`config.mk`:
```
export PLATFORM = sky130hd
export DESIGN_NAME = histogram_builder
export DESIGN_NICKNAME = d
export VERILOG_FILES = /design/src/rtl/histogram_builder.sv
export SDC_FILE = /design/constraint.sdc
export NUM_CORES = 1
export LEC_CHECK = 0
export CAP_MARGIN = 40
export CORE_MARGIN = 5
export CORE_UTILIZATION = 39
export DETAILED_ROUTE_END_ITERATION = 10
export SLEW_MARGIN = 15
export SYNTH_ARGS = -nofsm -noshare
export SYNTH_HDL_FRONTEND = slang
export SYNTH_SLANG_ARGS = --single-unit
```
`constraint.sdc`:
```
create_clock -name clock -period 12 [get_ports clock]
set_input_delay 2.4 -clock clock [delete_from_list [all_inputs] [get_ports clock]]
set_output_delay 2.4 -clock clock [all_outputs]
set_load 0.01 [all_outputs]
```
`src/rtl/histogram_builder.sv`:
```
// histogram_builder: scans PIXEL_COUNT 8-bit pixels from M1 and accumulates a
// 256-bin histogram in M2 bank {input_base_offset, bin}. Each pixel costs one
// read-modify-write of its bin, pipelined one pixel per cycle.
// Optional feature macro: HISTOGRAM_BUILDER_CLEAR_EN. When defined, the block
// zeroes all 256 bins of the selected bank before scanning. When undefined,
// start goes straight to the scan and the bins must already be zero.
// Handshake: start is a single-cycle request taken only while busy is low;
// busy stays high from acceptance through the done cycle, and done pulses once.
// The FSM state is held in state_q for observation.
`timescale 1ns/1ps
module histogram_builder #(
  parameter int PIXEL_COUNT = 65536,
  parameter int COUNT_W     = 20,
  parameter int M1_ADDR_W   = 20
) (
  input  logic                 clock,
  input  logic                 reset,
  input  logic                 start,
  input  logic                 input_base_offset,
  input  logic [7:0]           m1_read_data,
  output logic [M1_ADDR_W-1:0] m1_read_addr,
  input  logic [COUNT_W-1:0]   m2_read_data,
  output logic [8:0]           m2_read_addr,
  output logic [8:0]           m2_write_addr,
  output logic [COUNT_W-1:0]   m2_write_data,
  output logic                 m2_write_en,
  output logic                 busy,
  output logic                 done
);

  localparam logic [M1_ADDR_W-1:0] LAST_ADDR = M1_ADDR_W'(PIXEL_COUNT - 1);
  localparam logic [COUNT_W-1:0]   COUNT_MAX = {COUNT_W{1'b1}};

  typedef enum logic [2:0] {
    IDLE   = 3'd0,
    CLEAR  = 3'd1,
    RUN    = 3'd2,
    DRAIN  = 3'd3,
    FINISH = 3'd4
  } state_e;

  state_e state_q, state_d;

  // Job context and issue side
  logic                 bank_q, bank_d;
  logic [7:0]           clr_cnt_q, clr_cnt_d;
  logic [7:0]           clr_k_q, clr_k_d;
  logic                 clr_we_q, clr_we_d;
  logic [M1_ADDR_W-1:0] pix_cnt_q, pix_cnt_d;
  logic [M1_ADDR_W-1:0] m1_addr_q, m1_addr_d;

  // Pipeline: iss = M1 address presented, v1 = pixel/bin read, v2 = bin write
  logic                 iss_q, iss_d;
  logic                 v1_q, v2_q;
  logic [7:0]           pix2_q, pix2_d;
  logic                 fwd_v_q, fwd_v_d;
  logic [COUNT_W-1:0]   fwd_val_q, fwd_val_d;

  // Last driven values, so idle addresses/data hold instead of dropping to 0
  logic [8:0]           rd_hold_q, rd_hold_d;
  logic [8:0]           wr_addr_hold_q, wr_addr_hold_d;
  logic [COUNT_W-1:0]   wr_data_hold_q, wr_data_hold_d;

  logic [COUNT_W-1:0]   bin_count, bin_next;

  // Next-state logic: start is only looked at in IDLE, so requests while busy drop
  always_comb begin
    state_d = state_q;
    case (state_q)
      IDLE: begin
        if (start) begin
`ifdef HISTOGRAM_BUILDER_CLEAR_EN
          state_d = CLEAR;
`else
          state_d = RUN;
`endif
        end
      end
      CLEAR:  if (clr_cnt_q == 8'hFF) state_d = RUN;
      RUN:    if (pix_cnt_q == LAST_ADDR) state_d = DRAIN;
      // Last write is in flight when only stage 2 is still valid
      DRAIN:  if (v2_q && !v1_q && !iss_q) state_d = FINISH;
      FINISH: state_d = IDLE;
      default: state_d = IDLE;
    endcase
  end

  // Issue side: bank capture on acceptance, clear sweep, M1 address stream
  always_comb begin
    bank_d    = bank_q;
    clr_cnt_d = clr_cnt_q;
    clr_k_d   = clr_k_q;
    clr_we_d  = 1'b0;
    pix_cnt_d = pix_cnt_q;
    m1_addr_d = m1_addr_q;
    iss_d     = 1'b0;
    case (state_q)
      IDLE: begin
        if (start) begin
          bank_d    = input_base_offset;
          clr_cnt_d = 8'd0;
          pix_cnt_d = '0;
        end
      end
      CLEAR: begin
        clr_we_d  = 1'b1;
        clr_k_d   = clr_cnt_q;
        clr_cnt_d = clr_cnt_q + 8'd1;
      end
      RUN: begin
        iss_d     = 1'b1;
        m1_addr_d = pix_cnt_q;
        pix_cnt_d = pix_cnt_q + M1_ADDR_W'(1);
      end
      default: ;
    endcase
  end

  // Read-modify-write datapath. M2 returns pre-write data on a same-cycle
  // read/write collision, so the value written alongside a matching read is
  // captured and used in place of m2_read_data one cycle later.
  always_comb begin
    bin_count      = fwd_v_q ? fwd_val_q : m2_read_data;
    bin_next       = (bin_count == COUNT_MAX) ? bin_count : bin_count + COUNT_W'(1);
    pix2_d         = v1_q ? m1_read_data : pix2_q;
    fwd_v_d        = v1_q && v2_q && (m1_read_data == pix2_q);
    fwd_val_d      = bin_next;
    rd_hold_d      = m2_read_addr;
    wr_addr_hold_d = m2_write_addr;
    wr_data_hold_d = m2_write_data;
  end

  assign m1_read_addr  = m1_addr_q;
  assign m2_read_addr  = v1_q ? {bank_q, m1_read_data} : rd_hold_q;
  assign m2_write_en   = clr_we_q | v2_q;
  assign m2_write_addr = clr_we_q ? {bank_q, clr_k_q} :
                         v2_q     ? {bank_q, pix2_q}  : wr_addr_hold_q;
  assign m2_write_data = clr_we_q ? '0 :
                         v2_q     ? bin_next : wr_data_hold_q;
  assign busy          = (state_q != IDLE);
  assign done          = (state_q == FINISH);

  // FSM state register
  always_ff @(posedge clock or posedge reset) begin
    if (reset) state_q <= IDLE;
    else       state_q <= state_d;
  end

  // Datapath registers; reset drops all valids so an aborted job writes nothing more
  always_ff @(posedge clock or posedge reset) begin
    if (reset) begin
      bank_q         <= 1'b0;
      clr_cnt_q      <= 8'd0;
      clr_k_q        <= 8'd0;
      clr_we_q       <= 1'b0;
      pix_cnt_q      <= '0;
      m1_addr_q      <= '0;
      iss_q          <= 1'b0;
      v1_q           <= 1'b0;
      v2_q           <= 1'b0;
      pix2_q         <= 8'd0;
      fwd_v_q        <= 1'b0;
      fwd_val_q      <= '0;
      rd_hold_q      <= 9'd0;
      wr_addr_hold_q <= 9'd0;
      wr_data_hold_q <= '0;
    end else begin
      bank_q         <= bank_d;
      clr_cnt_q      <= clr_cnt_d;
      clr_k_q        <= clr_k_d;
      clr_we_q       <= clr_we_d;
      pix_cnt_q      <= pix_cnt_d;
      m1_addr_q      <= m1_addr_d;
      iss_q          <= iss_d;
      v1_q           <= iss_q;
      v2_q           <= v1_q;
      pix2_q         <= pix2_d;
      fwd_v_q        <= fwd_v_d;
      fwd_val_q      <= fwd_val_d;
      rd_hold_q      <= rd_hold_d;
      wr_addr_hold_q <= wr_addr_hold_d;
      wr_data_hold_q <= wr_data_hold_d;
    end
  end

endmodule

```
Word level (Yosys, flattened, before mapping)
Cells that the tools add are included.
{"block": "classes", "n_addsub": 3, "n_eq_ne": 12, "muxes": 18, "bitwise": 1, "reduce_logical": 14}
{"cell": "two-way mux 20 bit", "n": 5}
{"cell": "adder 20 x 1 -> 20 bit, second input constant", "n": 2}
{"cell": "case mux 20 bit (2 select lines)", "n": 1}
{"cell": "two-way mux 9 bit", "n": 3}
{"cell": "equality test 20 x 16 -> 1 bit, second input constant", "n": 1}
{"cell": "equality test 20 bit, second input constant", "n": 1}
{"cell": "case mux 8 bit (2 select lines)", "n": 1}
{"cell": "two-way mux 3 bit", "n": 4}
{"cell": "case mux 3 bit (4 select lines)", "n": 1}
{"cell": "adder 8 x 1 -> 8 bit, second input constant", "n": 1}
{"cell": "equality test 8 bit", "n": 1}
{"cell": "equality test 8 bit, second input constant", "n": 1}
{"cell": "two-way mux 8 bit", "n": 1}
{"cell": "inequality test 2 bit, second input constant", "n": 4}
{"cell": "equality test 3 x 2 -> 1 bit, second input constant", "n": 2}
{"cell": "AND reduction 2 bit", "n": 3}
{"cell": "logical AND 1 bit", "n": 4}
{"cell": "AND reduction 4 bit", "n": 1}
{"cell": "nonzero test 2 bit", "n": 2}
{"cell": "equality test 3 x 1 -> 1 bit, second input constant", "n": 1}
{"cell": "equality test 3 bit, second input constant", "n": 1}
{"cell": "zero test 3 bit", "n": 1}
{"cell": "nonzero test 3 bit", "n": 1}
{"cell": "zero test 1 bit", "n": 2}
{"cell": "2 further kinds", "n": 3}
{"block": "totals", "ff_bits": 131, "inputBits": 32, "out_inout_bits": 61, "wordCells": 64}

Depth between registers and ports, before layout
{"block": "depth", "ltp_word": 5, "depth_mapped": 13, "mapped_depth_nobuf": 8}

Worst setup path after synthesis
No wires, ideal clock.
{"block": "synth_timing", "path_type": "input to output", "startpoint": "input m2_read_data[1]", "endpoint": "output m2_write_data[9]", "arrival_ns": 4.185, "required_time_ns": 9.600, "setup_slack_ns": 5.415, "cell_stages": 6, "n_path_buf": 0, "cell_sequence": "mux2_2 > ha_1 > and4_1 > o22ai_1 > nor3_1 > o311ai_0"}
{"block": "synth_via", "elab_chain_len": 5, "elab_cells_between_ends": 6, "cone_classes": "add/sub: 1; eq/ne: 1; mux: 4"}
{"element": "start, declared", "line": "22", "rtl": "input logic [COUNT_W-1:0] m2_read_data,"}
{"element": "two-way mux 20 bit *", "line": "123", "rtl": "bin_count = fwd_v_q ? fwd_val_q : m2_read_data;"}
{"element": "adder 20 x 1 -> 20 bit / equality test 20 bit (equally long branches)", "line": "124", "rtl": "bin_next = (bin_count == COUNT_MAX) ? bin_count : bin_count + COUNT_W'(1);"}
{"element": "two-way mux 20 bit *", "line": "124"}
{"element": "two-way mux 20 bit *", "line": "139", "rtl": "v2_q ? bin_next : wr_data_hold_q;"}
{"element": "two-way mux 20 bit *", "line": "138", "rtl": "assign m2_write_data = clr_we_q ? '0 :"}
{"element": "end, declared", "line": "25", "rtl": "output logic [COUNT_W-1:0] m2_write_data,"}
Mark *: on every way between the ends. The rest lies on a longest branch, timed or not.

Final worst setup path
{"block": "layout_timing", "startpoint": "input m2_read_data[0]", "endpoint": "output m2_write_data[7]"}
Same word-level chain as after synthesis.

==> flow_summary.toml <==
[detailed_routing]
post_drt_wl_per_cell_microns = 16.2
ant_nets = 0
top_layer_used = "met4"
viasPerCell = 5.25
drtPass1Iterations = 5
via_count = 4870
dr_wl_met3_microns = 848
wl_met1_mm = 7.30
dr_wl_met2_mm = 6.64
drt_iter0_drc = 411
drc_errors = 0
routed_wl_mm = 15.0

[critical_path]
endpoint = "m2_write_data[7]"
crit_start = "m2_read_data[0]"
crit_path_max_incr_delay_ns = 0.93
r2r_end = "wr_data_hold_q[1]"
crit_type = "input port to primary output"
slowest_stage = "a22oi_1"
crit_path_end_kind = "primary output"
arrival_ns = 5.93
rr_worst_depth = 9
crit_chain = "clkdlybuf4s50_1, mux2i_1, inv_1, ha_1, nand4_1, a22oi_1, nand4_1, or3_1, o311ai_0, clkdlybuf4s50_1"
worstReg2RegStart = "fwd_v_q"
worst_setup_path_start_kind = "input port"
cp.required_ns = 9.60
worstPathMaxFanout = 11
r2r_slack_ns = 8.54

[power]
cellPowerDensity_nw_per_um2 = 153
seq_power_share = 0.454
p_sw_frac = 0.261
clkPwrFrac = 0.398
leakagePower_nw = 3.41
irDropWorstVdd_mv = 0.101
combPwrFrac = 0.149
p_sw_mw = 0.312
p_int_mw = 0.884
total_power_mw = 1.20

[synthesis]
synth_nets = 653
synth_top_area_cell = "dfrtp_1"
synth_adder_area_share = 0.00611
synthArstFlopShare = 1.00
yosysTopAreaCellShare = 0.533
syn-instance-count = 618
synth_compound_area_frac = 0.133
synth_xor_xnor_area_share = 0.0342
synthSimpleGateAreaFrac = 0.187
synth_area_sq_um = 6140
ys_types = 61
synth_top_family_by_area = "simple AND/OR/NAND/NOR gates"
synth-seq-area-share = 0.533
synthMuxAreaShare = 0.0703
synth-edff-count = 0
synth_top_flop_cell = "dfrtp_1"
ys_warn_count = 0
syn_area_per_cell_sq_um = 9.94
synth_seq_cells = 131
yosys-top-cells-area = "dfrtp_1 53%, nand2_1 8.6%, mux2i_1 5.4%"

[cells_and_area]
design_area_sq_um = 7800
final_cells = 928
drive_gt1_frac = 0.0669
diodes = 0
nets = 741
area_delta_synth_final_pct = 27.0

[clocking]
clk_pin_slew_ns = 0.05
clk_latency_ns = 0.41
numClockSinks = 131
cts_buffer_depth = 2
post-cts-setup-buffer-count = 0
hold_buffers = 0
htree_levels = 4
cts-root-buf = "clkbuf_16"
cts_tree = "built"
tritoncts.num_buffers = 17
cts_resized = 0

[floorplan]
core_sq_um = 15300
fp.dieW_microns = 136
initial_core_util = 0.401
rows = 45
pin_count = 93
dieArea_sq_um = 18400
die_y_microns = 136

[sta]
fmax_mhz = 120
tightest_slew_ns = 1.10
finalMaxSlewViolations = 0
timing.hold.ws_ns = 0.379
maxSlewHeadroom = 0.265
rsz0062_at_grt = "false"
skew_ns = 0.00707
setup-tns-final_ns = 0
setup_viol = 0
hold_violations = 0
fin_crit_ns = 8.33
min_period_over_period = 0.694

[flow_run]
drv_cap = 0

[placement]
dpl-instance-area_sq_um = 7260
port_buffers = 92
routabilityCongestion = 0.890
placed_cells = 898
dp_hpwl_mm = 10.3

[status]
status = "finished, final reports clean"

[global_routing]
antenna_found_initial = 0
first_global_vias = 4850
grt_usage = 0.168
grt_pass1_wl_mm = 24.7
grt_max_degree = 50
gr-total-overflow = 0

[min_path]
hold_class = "flop to flop"
routing by layer:
layer / vias to the layer above / global-route usage
met5: - / 0
met4: 0 / 0.0633
met3: 24 / 0.0453
met2: 153 / 0.251
met1: 2326 / 0.234
li1: 2367 / -
per-stage QoR:
stage          worst slack [ns]  utilization
2_1_floorplan              5.42            -
3_5_place_dp               3.76        0.474
4_1_cts                    3.74        0.509
6_report                   3.67        0.509
5_1_grt                    3.49        0.509
3_3_place_gp               3.84        0.472
registers in the layout, indices dropped and copies added (netlist names):
register / count
clr_k_q: 8
wr_addr_hold_q: 9
m1_read_addr: 20
v2_q: 1
fwd_v_q: 1
pix_cnt_q: 20
pix2_q: 8
clr_we_q: 1
wr_data_hold_q: 20
clr_cnt_q: 8
rd_hold_q: 9
bank_q: 1
state_q: 3
iss_q: 1
v1_q: 1
fwd_val_q: 20
cell families (layout without fill, tap and decap cells):
kind of cell             after synthesis  count (layout)
buffers and inverters                 53             152
AO/OA/AOI/OAI                        119             119
flip-flops                           131             131
AND/OR/NAND/NOR                      246             246
adder cells (fa/ha/maj)                3               3
XOR/XNOR                              24              24
multiplexers                          42              42
power groups by stage:
stage          registers, mW  clock network (mW)  logic (mW)
6_report               0.543               0.476       0.178
5_1_grt                0.550               0.504       0.198
4_1_cts                0.542               0.488       0.181
3_5_place_dp           0.548                   0       0.179
3_3_place_gp           0.545                   0       0.175
2_1_floorplan          0.546                   0      0.0829
cell usage in the layout (no fill, tap or decap), types with 5 or more instances in the layout:
cell,n
nand4_1,13
xnor2_1,14
o41ai_1,6
o21ai_0,53
a22o_1,12
mux2_2,9
clkbuf_16,17
nand4b_1,5
mux2i_1,33
xor2_1,10
nand3_1,26
dfrtp_1,131
and3_1,6
nor2_1,28
clkbuf_1,5
nand2_1,141
inv_1,24
clkdlybuf4s50_1,92
critical path: cells and delay by family:
family | cells | cell delay, ns
buf+inv | 3 | 1.20
mux | 1 | 0.10
fa+ha+maj | 1 | 0.21
compound gates | 2 | 1.09
simple gates | 3 | 0.94
how the worst min path moves through the flow:
stage / start / to / slack [ns] / cells after the start
2_1_floorplan: v1_q / v2_q / 0.35 / 0
3_3_place_gp: iss_q / v1_q / 0.36 / 0
3_5_place_dp: iss_q / v1_q / 0.36 / 0
4_1_cts: iss_q / v1_q / 0.38 / 0
5_1_grt: iss_q / v1_q / 0.41 / 0
6_report: iss_q / v1_q / 0.38 / 0
cell usage after synthesis (3+ instances only):
cell type	count
nand4_1	13
inv_1	25
a21o_1	3
mux2i_1	33
dfrtp_1	131
o31ai_1	4
xnor2_1	14
buf_1	6
and4_1	3
o41ai_1	6
and3_1	6
a22o_1	12
a21oi_1	4
mux2_2	9
nor3_1	4
nand2_1	141
a221o_1	4
nand4b_1	5
o21ai_0	53
buf_2	5
clkbuf_1	14
a22oi_1	3
o211ai_1	4
nor2_1	28
nand3_1	26
ha_1	3
xor2_1	10
o311ai_0	4
final cells by class:
| class | instances | area [sq um] |
|---|---|---|
| fillers | 1427 | 7510 |
| flip-flops and latches | 131 | 3280 |
| multi-input cells | 434 | 2650 |
| repair buffers | 97 | 978 |
| clock buffers | 25 | 485 |
| well taps | 211 | 264 |
| inverters | 25 | 96.3 |
| clock inverters | 5 | 52.6 |
Note: power is estimated with default switching activity, not from simulation.
